$ cat config.mk
export PLATFORM = sky130hd
export DESIGN_NAME = outport_fifo
export DESIGN_NICKNAME = d
export VERILOG_FILES = /design/src/rtl/nic8_pkg.sv /design/src/rtl/outport_mem.sv /design/src/rtl/outport_fifo.sv
export SDC_FILE = /design/constraint.sdc
export NUM_CORES = 1
export LEC_CHECK = 0
export ABC_AREA = 1
export BUFFER_PORTS_ARGS = -buffer_cell sky130_fd_sc_hd__buf_2
export CAP_MARGIN = 10
export CORE_ASPECT_RATIO = 1.75
export CORE_UTILIZATION = 50
export DETAILED_ROUTE_END_ITERATION = 16
export PLACE_DENSITY_LB_ADDON = 0.3
export SLEW_MARGIN = 20
export SYNTH_ARGS = -nofsm -noshare
export SYNTH_HDL_FRONTEND = slang
export SYNTH_HIERARCHICAL = 1
export SYNTH_SLANG_ARGS = --single-unit
$ cat constraint.sdc
create_clock -name clk -period 3.55 [get_ports clk]
set_input_delay 0.71 -clock clk [delete_from_list [all_inputs] [get_ports clk]]
set_output_delay 0.71 -clock clk [all_outputs]
set_load 0.02 [all_outputs]
$ cat src/rtl/nic8_pkg.sv
// rtl/nic8_pkg.sv - shared byte and outport entry types; entry layout depends on FLAG_CAPTURE_EN
package nic8_pkg;

    typedef logic [7:0] byte_t;

`ifdef FLAG_CAPTURE_EN
    typedef struct packed {
        logic  carry;
        byte_t data;
    } outport_entry_t;
`else
    typedef struct packed {
        byte_t data;
    } outport_entry_t;
`endif

    localparam int DEFAULT_OUT_DEPTH = 4;

endpackage

$ cat src/rtl/outport_mem.sv
// rtl/outport_mem.sv - DEPTH-entry register array, one synchronous write port, one asynchronous read port
module outport_mem
    import nic8_pkg::*;
#(
    parameter int DEPTH = DEFAULT_OUT_DEPTH,
    parameter int AW    = $clog2(DEPTH)
) (
    input  logic           clk,
    input  logic           wr_en,
    input  logic [AW-1:0]  wr_addr,
    input  outport_entry_t wr_data,
    input  logic [AW-1:0]  rd_addr,
    output outport_entry_t rd_data
);

    outport_entry_t mem_q [DEPTH];
    outport_entry_t mem_d [DEPTH];

    always_comb begin
        mem_d = mem_q;
        if (wr_en) begin
            mem_d[wr_addr] = wr_data;
        end
    end

    // No reset: contents are meaningless until the pointers say otherwise.
    always_ff @(posedge clk) begin
        mem_q <= mem_d;
    end

    assign rd_data = mem_q[rd_addr];

endmodule

$ cat src/rtl/outport_fifo.sv
// rtl/outport_fifo.sv - first-word fall-through output port queue; FLAG_CAPTURE_EN adds a carry bit per entry
module outport_fifo
    import nic8_pkg::*;
#(
    parameter int DEPTH = DEFAULT_OUT_DEPTH
) (
    input  logic                   clk,
    input  logic                   reset,
    input  logic                   loadBarO,
    input  logic [7:0]             dbus,
    input  logic                   flagCarry,
    input  logic                   outReady,
    output logic                   outValid,
    output logic [7:0]             outData,
    output logic                   outCarry,
    output logic                   full,
    output logic [$clog2(DEPTH):0] count,
    output logic                   overflow
);

    localparam int AW = $clog2(DEPTH);
    localparam int CW = AW + 1;

    logic [AW-1:0] wr_ptr_q, wr_ptr_d;
    logic [AW-1:0] rd_ptr_q, rd_ptr_d;
    logic [CW-1:0] count_q, count_d;
    logic          overflow_q, overflow_d;

    logic           push_req, push_ok, pop, is_full;
    outport_entry_t wr_entry, rd_entry;

    always_comb begin
        wr_entry      = '0;
        wr_entry.data = dbus;
`ifdef FLAG_CAPTURE_EN
        wr_entry.carry = flagCarry;
`endif
    end

    // A push into a full queue survives only if the head leaves on the same edge.
    always_comb begin
        is_full    = (count_q == CW'(DEPTH));
        pop        = (count_q != '0) && outReady;
        push_req   = !loadBarO;
        push_ok    = push_req && (!is_full || pop);

        wr_ptr_d   = wr_ptr_q;
        rd_ptr_d   = rd_ptr_q;
        count_d    = count_q;
        overflow_d = overflow_q | (push_req && !push_ok);

        if (push_ok) begin
            wr_ptr_d = wr_ptr_q + AW'(1);
        end
        if (pop) begin
            rd_ptr_d = rd_ptr_q + AW'(1);
        end
        case ({push_ok, pop})
            2'b10:   count_d = count_q + CW'(1);
            2'b01:   count_d = count_q - CW'(1);
            default: count_d = count_q;
        endcase
    end

    always_ff @(posedge clk) begin
        if (reset) begin
            wr_ptr_q   <= '0;
            rd_ptr_q   <= '0;
            count_q    <= '0;
            overflow_q <= 1'b0;
        end else begin
            wr_ptr_q   <= wr_ptr_d;
            rd_ptr_q   <= rd_ptr_d;
            count_q    <= count_d;
            overflow_q <= overflow_d;
        end
    end

    outport_mem #(
        .DEPTH (DEPTH),
        .AW    (AW)
    ) u_mem (
        .clk     (clk),
        .wr_en   (push_ok && !reset),
        .wr_addr (wr_ptr_q),
        .wr_data (wr_entry),
        .rd_addr (rd_ptr_q),
        .rd_data (rd_entry)
    );

    assign outValid = (count_q != '0);
    assign outData  = rd_entry.data;
    assign full     = is_full;
    assign count    = count_q;
    assign overflow = overflow_q;

`ifdef FLAG_CAPTURE_EN
    assign outCarry = rd_entry.carry;
`else
    logic unused_flag_carry;
    assign unused_flag_carry = flagCarry;
    assign outCarry          = 1'b0;
`endif

endmodule

* Yosys cells after proc, flatten, opt, wreduce, memory -nomap -nowiden *
Index checks and enable logic that the tools add are counted.

word-level totals
  bits in registers = 40
  bits of input ports = 13
  output and inout port bits = 15

cells by class
  $lt $le $gt $ge = 3
  bitwise gates (word level) = 3
  $add $sub $neg = 4
  reduce and logical (&&, ||, !) cells = 12
  multiplexer cells = 7
  equality and inequality tests = 3

operators by type and width
  operator                                             number
  bitwise mux 32 bit                                   1
  two-way mux 8 bit                                    3
  binary-select mux 8 bit (select 2 bit)               1
  demux 8 bit (select 2 bit)                           1
  >= comparator 3 bit (second input constant)          2
  inverter 2 -> 3 bit                                  2
  one-hot mux 3 bit (2 select lines)                   1
  logical AND 1 bit                                    5
  adder 2 x 1 -> 2 bit (second input constant)         2
  zero test 1 bit                                      4
  adder 3 x 1 -> 3 bit (second input constant)         1
  == test 3 bit (second input constant)                1
  < comparator 3 x 1 -> 1 bit (second input constant)  1
  nonzero test 3 bit                                   1
  subtractor 3 x 1 -> 3 bit (second input constant)    1
  == test 2 x 1 -> 1 bit (second input constant)       1
  == test 2 bit (second input constant)                1
  nonzero test 2 bit                                   1
  logical OR 1 bit                                     1
  bitwise OR 1 bit                                     1

* Depth between registers and ports, before layout *
Gate-level depths: netlist of the first run.

  word-level depth = 7
  depth in mapped cells = 9
  gate-level depth less buffers = 9

* Modules after synthesis *
The synthesis of the first run kept the hierarchy.

modules (own cells, without submodules)
  module        times used  cells each  area an instance (µm²)
  outport_mem   1           133         1387.6
  outport_fifo  1           57          470.5

* Least setup slack after synthesis of the first run *
Ideal clock, no wire load.

  kind = input-to-reg
  start = input outReady
  end = register u_mem/mem_q[0] (netlist name), enable pin
  arrival time = 1.735 ns
  stages = 6
  library setup time = 0.383 ns
  path slack = 1.432 ns
  cell sequence = inv_1 nand2_4 nand2_4 nor2_1 inv_1 nor3_1

between the ends
  longest elaborated chain between the ends = 4

ends and longest elaborated chain
  what                  line                source
  start, declared       outport_fifo.sv:12  input logic outReady,
  logical AND 1 bit     outport_fifo.sv:43  pop = (count_q != '0) && outReady;
  logical OR 1 bit      outport_fifo.sv:45  push_ok = push_req && (!is_full || pop);
  logical AND 1 bit     outport_fifo.sv:45
  logical AND 1 bit     outport_fifo.sv:84  .wr_en (push_ok && !reset),
  end signal, assigned  outport_mem.sv:28   mem_q <= mem_d;
  end, declared         outport_mem.sv:16   outport_entry_t mem_q [DEPTH];

No other way between the ends.
A chain may end at the register's enable or synchronous reset.

* Worst setup path in the final report of the first run *
  start = register rd_ptr_q[0]
  end = output outData[5]

between the ends
  longest elaborated chain between the ends = 4

ends and longest elaborated chain
  what                                                  line                source
  start, declared                                       outport_fifo.sv:25  logic [AW-1:0] rd_ptr_q, rd_ptr_d;
  start signal, assigned                                outport_fifo.sv:73  rd_ptr_q <= rd_ptr_d;
  inverter 2 -> 3 bit (not written as such)             outport_mem.sv:31   assign rd_data = mem_q[rd_addr];
  binary-select mux 8 bit (select 2 bit)                outport_mem.sv:31
  two-way mux 8 bit (not written as such) (2 in a row)  outport_mem.sv:31
  end, declared                                         outport_fifo.sv:14  output logic [7:0] outData,

No other way between the ends. The select of a mux whose other input is x is not followed.

==> impl_metrics.py, run 1 <==
metrics = {
    "route": {
        "drc": 2,
        "postRouteAntennaNets": 0,
        "vias_per_cell": 4.64,
        "first_pass_iters": 10,
        "drt-total-wl_um": 3010,
        "vias": 1244,
        "wl_per_cell_um": 11.2,
        "drtIter0Drc": 24,
    },
    "cts": {
        "postCtsHoldBufs": 0,
        "cts_buffers": 5,
        "post_cts_buffers": 0,
        "clock_sinks": 40,
        "cts-htree-levels": 2,
        "cts-resized-gates": 0,
        "cts_tree": "done",
        "clk_path_buf_depth": 2,
        "cts_root_buffer": "clkbuf_8",
        "clk_latency_ns": 0.28,
        "clk_pin_slew_ns": 0.07,
    },
    "synth": {
        "synthTopCellsByCount": "44 x inv_1, 42 x nand2_1, 32 x edfxtp_1",
        "synth.most_common_cell": "inv_1",
        "yosysUniqueCellTypes": 28,
        "synth_fp_nets": 204,
        "synth_top_cell_by_area": "edfxtp_1",
        "async_reset_ff_frac": 0,
        "yosys_warnings": 6,
        "synth_top_area_frac": 0.517,
        "synthFlopType": "edfxtp_1",
        "synth_area_um2": 1860,
        "syn_inst": 190,
        "ys_ff_latch": 40,
        "synth_edf_count": 32,
        "synth.area.top_cells": "edfxtp_1 52%, inv_1 8.9%, dfxtp_1 8.6%",
        "post_synth.cell_area_avg_um2": 9.78,
        "yosysSeqAreaShare": 0.603,
    },
    "layout": {
        "stdcell_count": 268,
        "fin_util": 0.587,
        "fillers": 304,
        "area_growth_pct": 13.5,
        "antennaDiodeCount": 0,
        "final_nets": 235,
        "drive_gt1_frac": 0.239,
    },
    "setup_path": {
        "crit_family": "flip-flops",
        "worst-path-buf-inv": 2,
        "crit_required_ns": 2.84,
        "startpoint_type": "register",
        "critPathMaxStageDelay_ns": 0.79,
        "path_common_cell": "nand2_1",
        "cp_slowest_cell": "dfxtp_1",
        "cp_max_fo": 20,
        "path_class": "register to primary output",
        "worstPathCellList": "inv_4 -> nand2_1 -> nand3_1 -> nand2_1 -> buf_2",
        "end_kind": "primary output",
        "critPathArrivalTime_ns": 1.71,
    },
    "global_routing": {
        "grt_pass1_vias": 1089,
        "grt_pass1_wl_um": 4530,
        "grt_max_degree": 21,
        "antenna_found_initial": 0,
        "grt_overflow": 0,
        "grt_usage": 0.173,
    },
    "timing": {
        "whs_ns": 0.481,
        "skew_ns": 0.00195,
        "worst_pin_slew_ns": 0.722,
        "rsz0062_at_grt": "no",
        "setup_viol": 0,
        "slew_headroom": 0.518,
        "drv_slew": 0,
        "period_share": 0.681,
        "fin_crit_ns": 2.42,
        "hold_viol": 0,
        "max_freq_mhz": 414,
        "fin_setup_tns_ns": 0,
    },
    "power": {
        "leakage_nw": 0.980,
        "pwr-share-clk": 0.242,
        "p_comb_frac": 0.256,
        "peakVddDrop_uv": 346,
        "power_density_nw_per_um2": 540,
        "internal_power_uw": 773,
        "p_sw_frac": 0.321,
        "switching_power_uw": 365,
        "finalPower_mw": 1.14,
        "p_seq_frac": 0.502,
    },
    "die": {
        "dieArea_um2": 3970,
        "row_count": 29,
        "fp.dieH_um": 82.6,
        "coreArea_um2": 3590,
        "fp.dieW_um": 48.1,
        "start_util": 0.517,
        "pin_count": 28,
    },
    "run_status": {
        "violations": "design-rule violations",
        "status": "complete, but fails checks",
    },
    "place": {
        "gp_congestion": 0.688,
        "numPortBuffers": 25,
        "dp_hpwl_um": 2130,
        "post-place-cells": 260,
    },
    "hold_path": {
        "hold_path_class": "register to register",
    },
    "job": {
        "max_cap_violations": 0,
    },
}
sequential cells by signal (all words and copies together), names as in the netlist:
| name | cells |
|---|---|
| count | 3 |
| rd_ptr_q | 2 |
| wr_ptr_q | 2 |
| u_mem/mem_q | 32 |
| overflow | 1 |
through the flow:
stage / area [um2] / setup slack (ns)
after CTS: 2110 / 1.08
after floorplan: 1860 / 1.43
after global placement: 2030 / 1.40
final: 2110 / 1.13
after detailed placement: 2030 / 1.39
after global routing: 2110 / 0.965
layout make-up:
type	instances	area (um2)	share of cell area
sequential	40	1120	0.532
multi-input combinational	98	515	0.245
inverter	47	179	0.0849
timing repair buffer	29	155	0.0736
clock buffer	8	80.1	0.0380
tap	46	57.6	0.0273
placed cells by master, fill, tap and decap left out, drive strengths merged:
| cell type | netlist | final |
|---|---|---|
| o21ai | 4 | 4 |
| a21oi | 7 | 7 |
| xor2 | 1 | 1 |
| dfxtp | 8 | 8 |
| a21boi | 1 | 1 |
| fa | 1 | 1 |
| inv | 47 | 47 |
| nor3 | 4 | 4 |
| clkbuf | 0 | 8 |
| edfxtp | 32 | 32 |
| buf | 5 | 29 |
| nor2 | 5 | 5 |
| nand4 | 1 | 1 |
| nand2 | 51 | 51 |
| conb | 1 | 1 |
| o21a | 1 | 1 |
| nand3 | 21 | 21 |
routing by layer:
layer	share of wire	track usage
met5	0	0
met1	0.38	0.164
met3	0.036	0.0457
met2	0.56	0.314
met4	0.021	0.0917
worst reg2reg max path: stages (launching register included):
cell and delay [ns]:
dfxtp_1 0.43, nor2_4 0.09, a21oi_4 0.19, nand2_2 0.12
fa_1 0.39, inv_1 0.07, nand4_1 0.12, a21oi_1 0.16
nor2_1 0.06
path summary, 6_finish.rpt:
kind         depth (start not counted)  slack (ns)        start          to
min reg2reg                          1        0.48     overflow    overflow
min                                  1        0.48     overflow    overflow
max reg2reg                          8        1.82     count[1]    count[2]
max                                  5        1.13  rd_ptr_q[0]  outData[5]
cell families (layout without fill, tap and decap cells):
group,Yosys count,in the layout,synth area share
xor+xnor,1,1,0.00471
compound gates,13,13,0.0519
buf+inv,52,84,0.119
flops,40,40,0.603
simple gates,82,82,0.208
fa+ha+maj,1,1,0.0108
other cells,1,1,0.00202
power groups by stage:
stage	Combinational [mW]	Sequential, mW	Clock (mW)
floorplan	0.229	0.574	0
global placement	0.288	0.583	0
detailed placement	0.294	0.583	0
CTS	0.295	0.573	0.282
global route	0.326	0.576	0.305
finish	0.292	0.571	0.275
(Power assumes the default switching activity.)
==> run 2, diff against run 1 <==
==> constraint.sdc (replaced) <==
create_clock -name clk -period 2 [get_ports clk]
set_input_delay 0.4 -clock clk [delete_from_list [all_inputs] [get_ports clk]]
set_output_delay 0.4 -clock clk [all_outputs]
set_load 0.02 [all_outputs]
==> impl_metrics.py, run 2 (same netlist as run 1, synthesis figures left out) <==
metrics = {
    "run_status": {
        "status": "finished, final reports clean",
    },
    "power": {
        "switching_power_uw": 667,
        "p_seq_frac": 0.456,
        "leakage_nw": 1.01,
        "internal_power_mw": 1.50,
        "finalPower_mw": 2.17,
        "power_density_nw_per_um2": 1000,
        "p_comb_frac": 0.261,
        "peakVddDrop_uv": 645,
        "p_sw_frac": 0.307,
        "pwr-share-clk": 0.283,
    },
    "cts": {
        "cts-resized-gates": 0,
        "clk_latency_ns": 0.28,
        "cts_buffers": 5,
        "clk_path_buf_depth": 2,
        "cts_tree": "done",
        "clock_sinks": 40,
        "cts_root_buffer": "clkbuf_8",
        "cts-htree-levels": 2,
        "post_cts_buffers": 0,
        "clk_pin_slew_ns": 0.07,
        "postCtsHoldBufs": 0,
    },
    "die": {
        "pin_count": 28,
        "coreArea_um2": 3590,
        "fp.dieW_um": 48.1,
        "row_count": 29,
        "dieArea_um2": 3970,
        "fp.dieH_um": 82.6,
        "start_util": 0.517,
    },
    "timing": {
        "hold_viol": 0,
        "setup_viol": 0,
        "skew_ns": 0.00533,
        "period_share": 0.862,
        "max_freq_mhz": 580,
        "drv_slew": 0,
        "fin_crit_ns": 1.72,
        "rsz0062_at_grt": "no",
        "fin_setup_tns_ns": 0,
        "setup_ws_ns": 0.275,
    },
    "layout": {
        "top_register": "u_mem/mem_q",
        "stdcell_count": 271,
        "area_growth_pct": 16.4,
        "largest_reg_flops": 32,
        "drive_gt1_frac": 0.258,
        "fin_util": 0.602,
        "final_common_cell": "inv_1",
        "final_nets": 238,
        "antennaDiodeCount": 0,
        "final_cell_mix": "44 x inv_1, 42 x nand2_1, 32 x edfxtp_1",
    },
    "setup_path": {
        "critPathArrivalTime_ns": 1.90,
        "end_kind": "register",
        "crit_required_ns": 2.18,
        "startpoint_type": "register",
        "cp_max_fo": 5,
        "r2r_cells": 8,
        "path_class": "register to register",
    },
    "route": {
        "drc": 0,
        "drt-total-wl_um": 3180,
        "first_pass_iters": 4,
        "vias_per_cell": 4.80,
        "drtIter0Drc": 40,
        "postRouteAntennaNets": 0,
        "wl_per_cell_um": 11.7,
        "vias": 1302,
    },
    "hold_path": {
        "holdPathStages": 2,
        "hold_path_class": "input port to register",
    },
    "global_routing": {
        "grt_pass1_vias": 1189,
        "grt_max_degree": 17,
        "grt_overflow": 0,
        "grt_usage": 0.197,
        "antenna_found_initial": 0,
        "grt_pass1_wl_um": 5140,
    },
    "place": {
        "pre_cts_ws_ns": 0.220,
        "gp_congestion": 0.688,
        "dp_hpwl_um": 2240,
        "numPortBuffers": 25,
        "post-place-cells": 263,
    },
    "job": {
        "max_cap_violations": 0,
    },
}
## run 2: power by group through the flow
| stage | logic (mW) | clock network, mW | registers (mW) |
|---|---|---|---|
| after global placement | 0.556 | 0 | 1.01 |
| final | 0.567 | 0.615 | 0.989 |
| after floorplan | 0.407 | 0 | 1.02 |
| after CTS | 0.571 | 0.627 | 0.989 |
| after detailed placement | 0.568 | 0 | 1.01 |
| after global routing | 0.635 | 0.670 | 0.994 |
## run 2: path summary, 6_finish.rpt
check,slack [ns],startpoint,end
min,0.32,reset,wr_ptr_q[1]
min reg2reg,0.48,overflow,overflow
max reg2reg,0.28,count[1],count[2]
max,0.28,count[1],count[2]
## run 2: per-layer routing
layer,global-route usage,part of all wire,vias to the layer above
li1,-,-,660
met1,0.187,0.39,610
met2,0.364,0.57,27
met3,0.0391,0.023,5
met4,0.108,0.021,0
met5,0,0,-
## run 2: cell type report
class | count | area, um2
inverter | 47 | 179
sequential | 40 | 1120
tap | 46 | 57.6
clock buffer | 5 | 68.8
multi-input combinational | 98 | 520
timing repair buffer | 32 | 178
fill | 305 | 1430
clock inverter | 3 | 37.5
## run 2: critical path: stages, from the launching register on
cell and delay (ns):
dfxtp_1 0.43, nor2_4 0.09, a21oi_4 0.19, nand2_2 0.12, fa_1 0.40, inv_1 0.07
nand4_1 0.12, a21oi_1 0.15, nor2_1 0.06
## run 2: stage by stage
step	area (um2)	hold slack (ns)
after floorplan	1860	0.435
after global placement	2060	0.447
after detailed placement	2060	0.453
after CTS	2160	0.310
after global routing	2160	0.310
final	2160	0.319
==> run 3, diff against run 2 <==
--- a/config.mk
+++ b/config.mk
@@ -11,7 +11,7 @@
 export CORE_ASPECT_RATIO = 1.75
 export CORE_UTILIZATION = 50
 export DETAILED_ROUTE_END_ITERATION = 16
-export PLACE_DENSITY_LB_ADDON = 0.3
+export PLACE_DENSITY = 0.85
 export SLEW_MARGIN = 20
 export SYNTH_ARGS = -nofsm -noshare
 export SYNTH_HDL_FRONTEND = slang
==> impl_metrics.py, run 3 (same netlist as run 1, synthesis figures left out) <==
metrics = {
    "run_status": {
        "status": "finished, final reports clean",
    },
    "hold_path": {
        "holdPathStages": 1,
        "hold_path_end": "u_mem/mem_q[5]",
        "hold_path_class": "input port to register",
        "min_from": "dbus[5]",
    },
    "place": {
        "dp_hpwl_um": 2340,
        "post-place-cells": 263,
        "numPortBuffers": 25,
        "gp_congestion": 0.707,
    },
    "route": {
        "wl_per_cell_um": 12.2,
        "vias": 1265,
        "drtIter0Drc": 45,
        "drt-total-wl_um": 3290,
        "drc": 0,
        "vias_per_cell": 4.67,
        "postRouteAntennaNets": 0,
        "first_pass_iters": 4,
    },
    "cts": {
        "clk_pin_slew_ns": 0.07,
        "post_cts_buffers": 0,
        "cts_tree": "done",
        "postCtsHoldBufs": 0,
        "clock_sinks": 40,
        "cts-resized-gates": 0,
        "clk_path_buf_depth": 2,
        "cts_buffers": 5,
        "cts-htree-levels": 2,
        "clk_latency_ns": 0.29,
        "cts_root_buffer": "clkbuf_8",
    },
    "die": {
        "coreArea_um2": 3590,
        "dieArea_um2": 3970,
        "start_util": 0.517,
        "fp.dieH_um": 82.6,
        "pin_count": 28,
        "row_count": 29,
        "fp.dieW_um": 48.1,
    },
    "setup_path": {
        "end_kind": "primary output",
        "cp_max_fo": 16,
        "cp_slowest_cell": "dfxtp_1",
        "crit_required_ns": 1.60,
        "critPathMaxStageDelay_ns": 0.45,
        "critPathArrivalTime_ns": 1.39,
        "rrSetupSlack_ns": 0.26,
        "r2r_cells": 9,
        "worstPathCellList": "buf_4 -> nand2_1 -> nand3_1 -> nand2_1 -> buf_2",
        "path_class": "register to primary output",
        "startpoint_type": "register",
        "worst_r2r_startpoint": "count[0]",
        "path_common_cell": "nand2_1",
        "r2r-end": "u_mem/mem_q[13]",
    },
    "layout": {
        "multi_input_area_um2": 520,
        "final_cell_mix": "44 x inv_1, 42 x nand2_1, 32 x edfxtp_1",
        "seq_area_um2": 1120,
        "largest_reg_flops": 32,
        "top_register": "u_mem/mem_q",
        "final_nets": 238,
        "drive_gt1_frac": 0.258,
        "area_growth_pct": 15.0,
        "fin_util": 0.595,
        "fillers": 306,
        "antennaDiodeCount": 0,
        "stdcell_count": 271,
        "final_common_cell": "inv_1",
    },
    "power": {
        "power_density_nw_per_um2": 955,
        "peakVddDrop_uv": 688,
        "leakage_nw": 0.999,
        "finalPower_mw": 2.04,
    },
    "global_routing": {
        "grt_max_degree": 17,
        "grt_pass1_wl_um": 4960,
        "grt_overflow": 0,
        "grt_usage": 0.191,
        "antenna_found_initial": 0,
        "grt_pass1_vias": 1176,
    },
    "timing": {
        "drv_slew": 0,
        "skew_ns": 0.00775,
        "rsz0062_at_grt": "no",
        "hold_viol": 0,
        "setup_viol": 0,
        "fin_crit_ns": 1.79,
        "max_freq_mhz": 558,
        "period_share": 0.896,
    },
    "job": {
        "max_cap_violations": 0,
    },
}
## run 3: cell count changes in the layout (fill, tap and decap cells not counted), sizes merged
cell,before,now
clkinv,2,1
bufinv,1,0
clkbuf,5,7
## run 3: where the power goes
| part | total [mW] | switching (mW) | internal, mW |
|---|---|---|---|
| clock | 0.484 | 0.240 | 0.244 |
| sequential | 0.989 | 0.0426 | 0.946 |
| combinational | 0.567 | 0.377 | 0.191 |
| total | 2.04 | 0.659 | 1.38 |
## run 3: per-layer routing
layer | up-vias | global-route usage | part of all wire
met5 | - | 0 | 0
met4 | 0 | 0.142 | 0.038
met3 | 9 | 0.0500 | 0.040
met2 | 33 | 0.323 | 0.55
met1 | 568 | 0.187 | 0.37
li1 | 655 | - | -
## run 3: worst max-delay path, delay by kind of cell (launching register included)
kind,cells,cell delay (ns)
flip-flops,1,0.45
buffers and inverters,2,0.42
AND/OR/NAND/NOR,3,0.24
## run 3: layout make-up
type,instances,area share
clock buffer,7,0.0357
multi-input combinational,98,0.244
inverter,47,0.0837
sequential,40,0.525
timing repair buffer,32,0.0831
clock inverter,1,0.00234
tap,46,0.0269
## run 3: worst max-delay path by stage
stage | endpoint | from | slack [ns] | depth (start not counted)
CTS | outData[2] | rd_ptr_q[0] | 0.19 | 5
global route | u_mem/mem_q[13] | count[0] | 0.08 | 9
finish | outData[5] | rd_ptr_q[0] | 0.21 | 5
detailed placement | count[2] | outReady | 0.17 | 9
floorplan | u_mem/mem_q[16] | count[1] | -0.08 | 8
global placement | count[2] | outReady | 0.22 | 9
## run 3: through the flow
stage | setup WS, ns | hold WS (ns) | setup TNS [ns] | instance area [um2]
3_5_place_dp | 0.173 | 0.458 | 0 | 2060
4_1_cts | 0.187 | 0.313 | 0 | 2140
6_report | 0.208 | 0.321 | 0 | 2140
2_1_floorplan | -0.0818 | 0.435 | -1.69 | 1860
5_1_grt | 0.0765 | 0.314 | 0 | 2140
3_3_place_gp | 0.223 | 0.445 | 0 | 2060
